[config.mk]
export PLATFORM = sky130hd
export DESIGN_NAME = piso_serializer_flat
export DESIGN_NICKNAME = d
export VERILOG_FILES = /design/src/rtl/piso_serializer_if.sv /design/src/rtl/piso_serializer.sv /design/src/flat_wrapper.sv
export SDC_FILE = /design/constraint.sdc
export NUM_CORES = 1
export LEC_CHECK = 0
export CAP_MARGIN = 20
export CORE_UTILIZATION = 49
export CTS_BUF_LIST = sky130_fd_sc_hd__clkbuf_16
export CTS_CLUSTER_DIAMETER = 30
export DETAILED_ROUTE_END_ITERATION = 12
export PLACE_DENSITY = 0.93
export SLEW_MARGIN = 0
export SYNTH_ARGS = -nofsm -noshare
export SYNTH_HDL_FRONTEND = slang
export SYNTH_SLANG_ARGS = --single-unit
[constraint.sdc]
create_clock -name clk -period 2.82 [get_ports clk]
set_input_delay 0.564 -clock clk [delete_from_list [all_inputs] [get_ports clk]]
set_output_delay 0.564 -clock clk [all_outputs]
set_load 0.03 [all_outputs]
[src/rtl/piso_serializer_if.sv]
// Load handshake and serial-output bundle for piso_serializer.
// The master side is the upstream/downstream environment, the slave side
// is the serializer itself.
interface piso_serializer_if #(
   parameter int WIDTH = 8,
   parameter int CNT_W = 3
);
   logic             load_valid;
   logic             load_ready;
   logic [WIDTH-1:0] load_data;
   logic             msb_first;
   logic             shift_en;
   logic             sout;
   logic             sout_valid;
   logic             busy;
   logic             done;
   logic [CNT_W-1:0] bit_idx;

   modport master (
      output load_valid, load_data, msb_first, shift_en,
      input  load_ready, sout, sout_valid, busy, done, bit_idx
   );

   modport slave (
      input  load_valid, load_data, msb_first, shift_en,
      output load_ready, sout, sout_valid, busy, done, bit_idx
   );
endinterface

[src/rtl/piso_serializer.sv]
// Parallel-in / serial-out shift register. Accepts a word over a
// valid/ready handshake, then emits it one bit per enabled clock, MSB- or
// LSB-first, followed by a one-cycle done pulse.
module piso_serializer #(
   parameter int WIDTH = 8,
   parameter int CNT_W = 3
) (
   input  logic              clk,
   input  logic              reset,
   piso_serializer_if.slave  bus
);

   typedef enum logic [1:0] {
      S_IDLE  = 2'd0,
      S_SHIFT = 2'd1,
      S_DONE  = 2'd2
   } state_t;

   localparam logic [CNT_W-1:0] LAST_IDX = CNT_W'(WIDTH - 1);

   state_t           r_state;
   logic [WIDTH-1:0] r_shreg;
   logic [CNT_W-1:0] r_bit_idx;
   logic             r_msb_first;

   logic             w_in_shift;
   logic             w_head_bit;

   // FSM, shift register and bit counter; reset discards any word in flight
   always_ff @(posedge clk) begin
      // NOTE: all state here uses non-blocking assignments so every register
      // samples the pre-edge values of the others, whatever the statement order.
      if (reset) begin
         r_state     <= S_IDLE;
         r_shreg     <= '0;
         r_bit_idx   <= '0;
         r_msb_first <= 1'b0;
      end else begin
         case (r_state)
            S_IDLE: begin
               if (bus.load_valid) begin
                  r_shreg     <= bus.load_data;
                  r_msb_first <= bus.msb_first;
                  r_bit_idx   <= '0;
                  r_state     <= S_SHIFT;
               end
            end
            S_SHIFT: begin
               if (bus.shift_en) begin
                  // Move the next bit toward whichever end drives sout
                  if (r_msb_first) begin
                     r_shreg <= {r_shreg[WIDTH-2:0], 1'b0};
                  end else begin
                     r_shreg <= {1'b0, r_shreg[WIDTH-1:1]};
                  end
                  if (r_bit_idx == LAST_IDX) begin
                     r_bit_idx <= '0;
                     r_state   <= S_DONE;
                  end else begin
                     r_bit_idx <= r_bit_idx + 1'b1;
                  end
               end
            end
            S_DONE: begin
               r_state <= S_IDLE;
            end
            default: begin
               r_state <= S_IDLE;
            end
         endcase
      end
   end

   // NOTE: outputs are plain continuous decodes of registered state, so no
   // procedural block exists that could leave a path unassigned and infer a latch.
   assign w_in_shift = (r_state == S_SHIFT);
   assign w_head_bit = r_msb_first ? r_shreg[WIDTH-1] : r_shreg[0];

   assign bus.load_ready = (r_state == S_IDLE);
   assign bus.busy       = (r_state != S_IDLE);
   assign bus.done       = (r_state == S_DONE);
   assign bus.sout       = w_in_shift & w_head_bit;
   assign bus.sout_valid = w_in_shift & bus.shift_en;
   assign bus.bit_idx    = r_bit_idx;

endmodule

[src/flat_wrapper.sv]
// flat-port wrapper written by rule: the top's interface ports become plain ports
module piso_serializer_flat 
#(
   parameter int WIDTH = 8,
   parameter int CNT_W = 3
)
  (clk, reset, bus_load_valid, bus_load_data, bus_msb_first, bus_shift_en, bus_load_ready, bus_sout, bus_sout_valid, bus_busy, bus_done, bus_bit_idx);
  piso_serializer_if #(.WIDTH(WIDTH), .CNT_W(CNT_W)) bus_i ();
  input  logic clk;
  input  logic reset;
  input wire logic [$bits(bus_i.load_valid)-1:0] bus_load_valid;
  input wire logic [$bits(bus_i.load_data)-1:0] bus_load_data;
  input wire logic [$bits(bus_i.msb_first)-1:0] bus_msb_first;
  input wire logic [$bits(bus_i.shift_en)-1:0] bus_shift_en;
  output wire logic [$bits(bus_i.load_ready)-1:0] bus_load_ready;
  output wire logic [$bits(bus_i.sout)-1:0] bus_sout;
  output wire logic [$bits(bus_i.sout_valid)-1:0] bus_sout_valid;
  output wire logic [$bits(bus_i.busy)-1:0] bus_busy;
  output wire logic [$bits(bus_i.done)-1:0] bus_done;
  output wire logic [$bits(bus_i.bit_idx)-1:0] bus_bit_idx;
  assign bus_i.load_valid = bus_load_valid;
  assign bus_i.load_data = bus_load_data;
  assign bus_i.msb_first = bus_msb_first;
  assign bus_i.shift_en = bus_shift_en;
  assign bus_load_ready = bus_i.load_ready;
  assign bus_sout = bus_i.sout;
  assign bus_sout_valid = bus_i.sout_valid;
  assign bus_busy = bus_i.busy;
  assign bus_done = bus_i.done;
  assign bus_bit_idx = bus_i.bit_idx;
  piso_serializer #(.WIDTH(WIDTH), .CNT_W(CNT_W)) u_core (.clk(clk), .reset(reset), .bus(bus_i));
endmodule
# Word-level counts from Yosys, hierarchy flattened
# Index checks and enable logic that the tools add are counted.
op_classes:
  reduce_logical: 6
  muxes: 13
  eq_ne: 6
  addsub: 1
  n_bitwise: 2
ops:
  columns: ["cell", "n"]
  rows:
  - ["2-to-1 mux 8 bit", 3]
  - ["one-hot mux 8 bit (2 select lines)", 1]
  - ["2-to-1 mux 3 bit", 3]
  - ["2-to-1 mux 2 bit", 3]
  - ["!= test 2 bit, second input constant", 3]
  - ["one-hot mux 3 bit (2 select lines)", 1]
  - ["AND reduction 3 bit", 2]
  - ["one-hot mux 2 bit (2 select lines)", 1]
  - ["nonzero test 2 bit", 2]
  - ["adder 3 x 1 -> 3 bit, second input constant", 1]
  - ["== test 3 bit, second input constant", 1]
  - ["AND 1 bit", 2]
  - ["== test 2 x 1 -> 1 bit, second input constant", 1]
  - ["== test 2 bit, second input constant", 1]
  - ["logical NOT 2 bit", 1]
  - ["AND reduction 2 bit", 1]
  - ["2-to-1 mux 1 bit", 1]
totals:
  register_bits: 14
  wordCells: 32
  inputBits: 13
  out_inout_bits: 8

# Depth between registers and ports, before layout
depth:
  depth_word: 4
  mapped_depth: 5
  ltp_nobuf: 5

# Worst setup path before layout
# OpenSTA, ideal clock, no wires.
synth_timing:
  path_type: "register to output"
  startpoint: "register u_core.r_msb_first"
  endpoint: "output port bus_sout"
  path_stages_with_launch: 4
  arrival_ns: 1.251
  required_time_ns: 2.256
  n_path_buf: 1
  setup_slack_ns: 1.005
  path_cell_list: "dfxtp_1 buf_2 mux2i_1 nor3_1"
synth_via:
  elab_chain_cells: 2
synth_lines:
  columns: ["element", "line", "text"]
  rows:
  - ["start, declared", "piso_serializer.sv:24", "logic r_msb_first;"]
  - ["start signal, assigned", "piso_serializer.sv:43", "r_msb_first <= bus.msb_first;"]
  - ["2-to-1 mux 1 bit", "piso_serializer.sv:77", "assign w_head_bit = r_msb_first ? r_shreg[WIDTH-1] : r_shreg[0];"]
  - ["AND 1 bit", "piso_serializer.sv:82", "assign bus.sout = w_in_shift & w_head_bit;"]
  - ["end, declared", "flat_wrapper.sv:16", "output wire logic [$bits(bus_i.sout)-1:0] bus_sout;"]
# Every way passes these cells.

# Worst setup path in the final report
layout_timing:
  startpoint: "register u_core.r_state[1]"
  endpoint: "output port bus_sout_valid"
layout_via:
  elab_chain_cells: 2
layout_lines:
  columns: ["element", "line", "text"]
  rows:
  - ["start, declared", "piso_serializer.sv:21", "state_t r_state;"]
  - ["start signal, assigned", "piso_serializer.sv:34", "r_state <= S_IDLE;"]
  - ["start signal, assigned", "piso_serializer.sv:45", "r_state <= S_SHIFT;"]
  - ["start signal, assigned", "piso_serializer.sv:58", "r_state <= S_DONE;"]
  - ["== test 2 x 1 -> 1 bit", "piso_serializer.sv:76", "assign w_in_shift = (r_state == S_SHIFT);"]
  - ["AND 1 bit", "piso_serializer.sv:83", "assign bus.sout_valid = w_in_shift & bus.shift_en;"]
  - ["end, declared", "flat_wrapper.sv:17", "output wire logic [$bits(bus_i.sout_valid)-1:0] bus_sout_valid;"]
# Every way passes these cells.

==> results.sh <==
export IMPL_place_area_um2=940.9
export IMPL_cts_buffers=3
export IMPL_antenna_cells=0
export IMPL_yosys_area_top_type="dfxtp_1"
export IMPL_grt_max_degree=24
export IMPL_antenna_found_initial=0
export IMPL_vias_per_cell=6.393
export IMPL_clkPwrFrac_pct=45.4
export IMPL_holdCritPathClass="flop to flop"
export IMPL_gp_routability_congestion=0.8484
export IMPL_nets=118
export IMPL_cts_sinks=14
export IMPL_setup_viol=0
export IMPL_min_period_ps=2687
export IMPL_tns_ps=0
export IMPL_cts_root_buffer="clkbuf_16"
export IMPL_p_leak_nw=0.3921
export IMPL_cts_tree="yes"
export IMPL_drtPass1Iterations=4
export IMPL_final_common_cell="clkdlybuf4s50_1"
export IMPL_ys_ff_latch=14
export IMPL_cts_hold_buf=0
export IMPL_area_growth_pct=38.14
export IMPL_place_hpwl_um=1361
export IMPL_port_buffers=20
export IMPL_grt_pass1_vias=663
export IMPL_die_x_um=40.82
export IMPL_critPathBufInv=2
export IMPL_wl_per_cell_um=17.04
export IMPL_cpPeakStageDelay_ps=590
export IMPL_fin_skew_ps=4.484
export IMPL_synth_top_area_share_pct=37.97
export IMPL_status="finished clean"
export IMPL_vias=748
export IMPL_clk_latency_ps=240
export IMPL_cts_resized=0
export IMPL_clock_path_buffers=2
export IMPL_grt_overflow=0
export IMPL_cp_required_ps=2260
export IMPL_netSwitchingPower_w=0.0001433
export IMPL_netlist_instances=82
export IMPL_synth_nets=97
export IMPL_syn_avg_cell_area_um2=9.003
export IMPL_power_internal_w=0.0004485
export IMPL_cp_max_fo=11
export IMPL_fin_area_um2=1020
export IMPL_tightestPinTransition_ps=498.0
export IMPL_fillCellCount=92
export IMPL_p_per_area_nw_per_um2=580.4
export IMPL_netlist_cell_type_count=25
export IMPL_drive_gt1_share_pct=7.843
export IMPL_hold_violations=0
export IMPL_slew_violations=0
export IMPL_cp_start_kind="flop"
export IMPL_slowest_stage="clkdlybuf4s50_1"
export IMPL_die_area_um2=1666
export IMPL_endpoint_kind="output port"
export IMPL_slew_limit_headroom_pct=65.85
export IMPL_topRoutingLayerUsed="met4"
export IMPL_power_frac_comb_pct=16.5
export IMPL_grt_pass1_wl_um=3008
export IMPL_switching_share_pct=24.21
export IMPL_post_cts_setup_buffer_count=0
export IMPL_synth_area_leaders="dfxtp_1, mux2i_1, a21oi_1"
export IMPL_cp_cell_sequence="clkinv_1 -> and3_1 -> clkdlybuf4s50_1"
export IMPL_m1WireLength_um=868
export IMPL_hold_slack_ps=494.0
export IMPL_cap_violations=0
export IMPL_layout_common_cells="clkdlybuf4s50_1, dfxtp_1, a21oi_1"
export IMPL_grt_usage_pct=28.57
export IMPL_start_util_pct=54.68
export IMPL_period_share_pct=95.29
export IMPL_max_freq_mhz=372.1
export IMPL_totalWireLength_um=1994
export IMPL_grt_setup_unrepaired="false"
export IMPL_ys_warn_count=0
export IMPL_yosysSeqAreaShare_pct=37.97
export IMPL_rows=13
export IMPL_wl_met3_um=88
export IMPL_io_pins=21
export IMPL_syn_area_um2=738.2
export IMPL_drc=0
export IMPL_core_area_um2=1350
export IMPL_p_seq_share_pct=38.1
export IMPL_die_h_um=40.82
export IMPL_path_clk_slew_ps=40
export IMPL_htree_levels=1
export IMPL_ir_drop_v=0.0003271
export IMPL_wl_met2_um=941
export IMPL_first_iter_violations=29
export IMPL_cp_top_family="buffers and inverters"
export IMPL_ant_nets=0
export IMPL_critPathKind="flop to output port"
export IMPL_arrival_ps=2120
cell type report:
class | count | area, µm² | area share [%]
clock buffer | 3 | 75.07 | 7.362
multi-input combinational | 60 | 422.9 | 41.47
tap | 15 | 18.77 | 1.840
timing repair buffer | 21 | 207.7 | 20.37
sequential | 14 | 280.3 | 27.48
inverter | 3 | 11.26 | 1.104
clock inverter | 1 | 3.754 | 0.3681
power by group through the flow:
stage	registers, W	clock network, W	logic, W
CTS	0.000225	0.000270	0.0000967
floorplan	0.000225	0	0.0000597
finish	0.000226	0.000269	0.0000977
global placement	0.000227	0	0.0000919
global route	0.000226	0.000282	0.000105
detailed placement	0.000229	0	0.0000952
state kept, by name, summed over array words and instances, names as in the netlist:
register            cells
u_core.bus.bit_idx      3
u_core.r_msb_first      1
u_core.r_shreg          8
u_core.r_state          2
cell usage after synthesis:
cell type   n
inv_1       2
and4b_1     1
and3_1      1
mux2i_1     8
nand2_1     1
a22o_1      6
dfxtp_1    14
and3b_1     1
ha_1        2
mux2_2      1
a21bo_2     1
a21oi_1    12
buf_2       4
nand4_1     2
a21oi_4     1
nor4bb_1    1
a2111oi_0   2
nor2_1      7
clkinv_1    1
buf_1       1
nor3_1      4
nor3b_1     1
nand3_1     3
nor3_2      1
o21ai_0     4
per-stage QoR:
step / setup slack, ps / power (W) / utilization, % / cells
final: 132.8 / 0.0005918 / 75.53 / 117
after global routing: 57.98 / 0.0006130 / 75.53 / 117
after floorplan: 1005 / 0.0002846 / - / 82
after global placement: 309.4 / 0.0003193 / 69.69 / 113
after CTS: 195.0 / 0.0005918 / 75.53 / 117
after detailed placement: 208.4 / 0.0003237 / 69.69 / 113
final timing paths:
path                              start                     to  slack (ps)  depth (start not counted)
setup reg to reg      u_core.r_state[1]     u_core.r_msb_first        1190                          5
hold / removal    u_core.bus.bit_idx[1]  u_core.bus.bit_idx[1]         490                          2
setup / recovery      u_core.r_state[1]         bus_sout_valid         130                          3
hold reg to reg   u_core.bus.bit_idx[1]  u_core.bus.bit_idx[1]         490                          2
logic make-up (layout without fill, tap and decap cells):
kind of cell / after synthesis / in the layout / synth area share (%)
compound gates: 26 / 26 / 23.90
fa+ha+maj: 2 / 2 / 3.389
buf+inv: 8 / 28 / 4.745
flops: 14 / 14 / 37.97
mux: 9 / 9 / 12.37
simple gates: 23 / 23 / 17.63
per-layer routing:
layer  track usage, %  vias up
met4            25.00        0
met5                0        -
li1                 -      351
met3            7.065       12
met2            43.75       34
met1            32.46      351
worst min-delay path, stage by stage (launching register included):
cell and delay (ps):
dfxtp_1 320, o21ai_0 70, a21oi_1 60
Power figures use the tool's default switching activity.
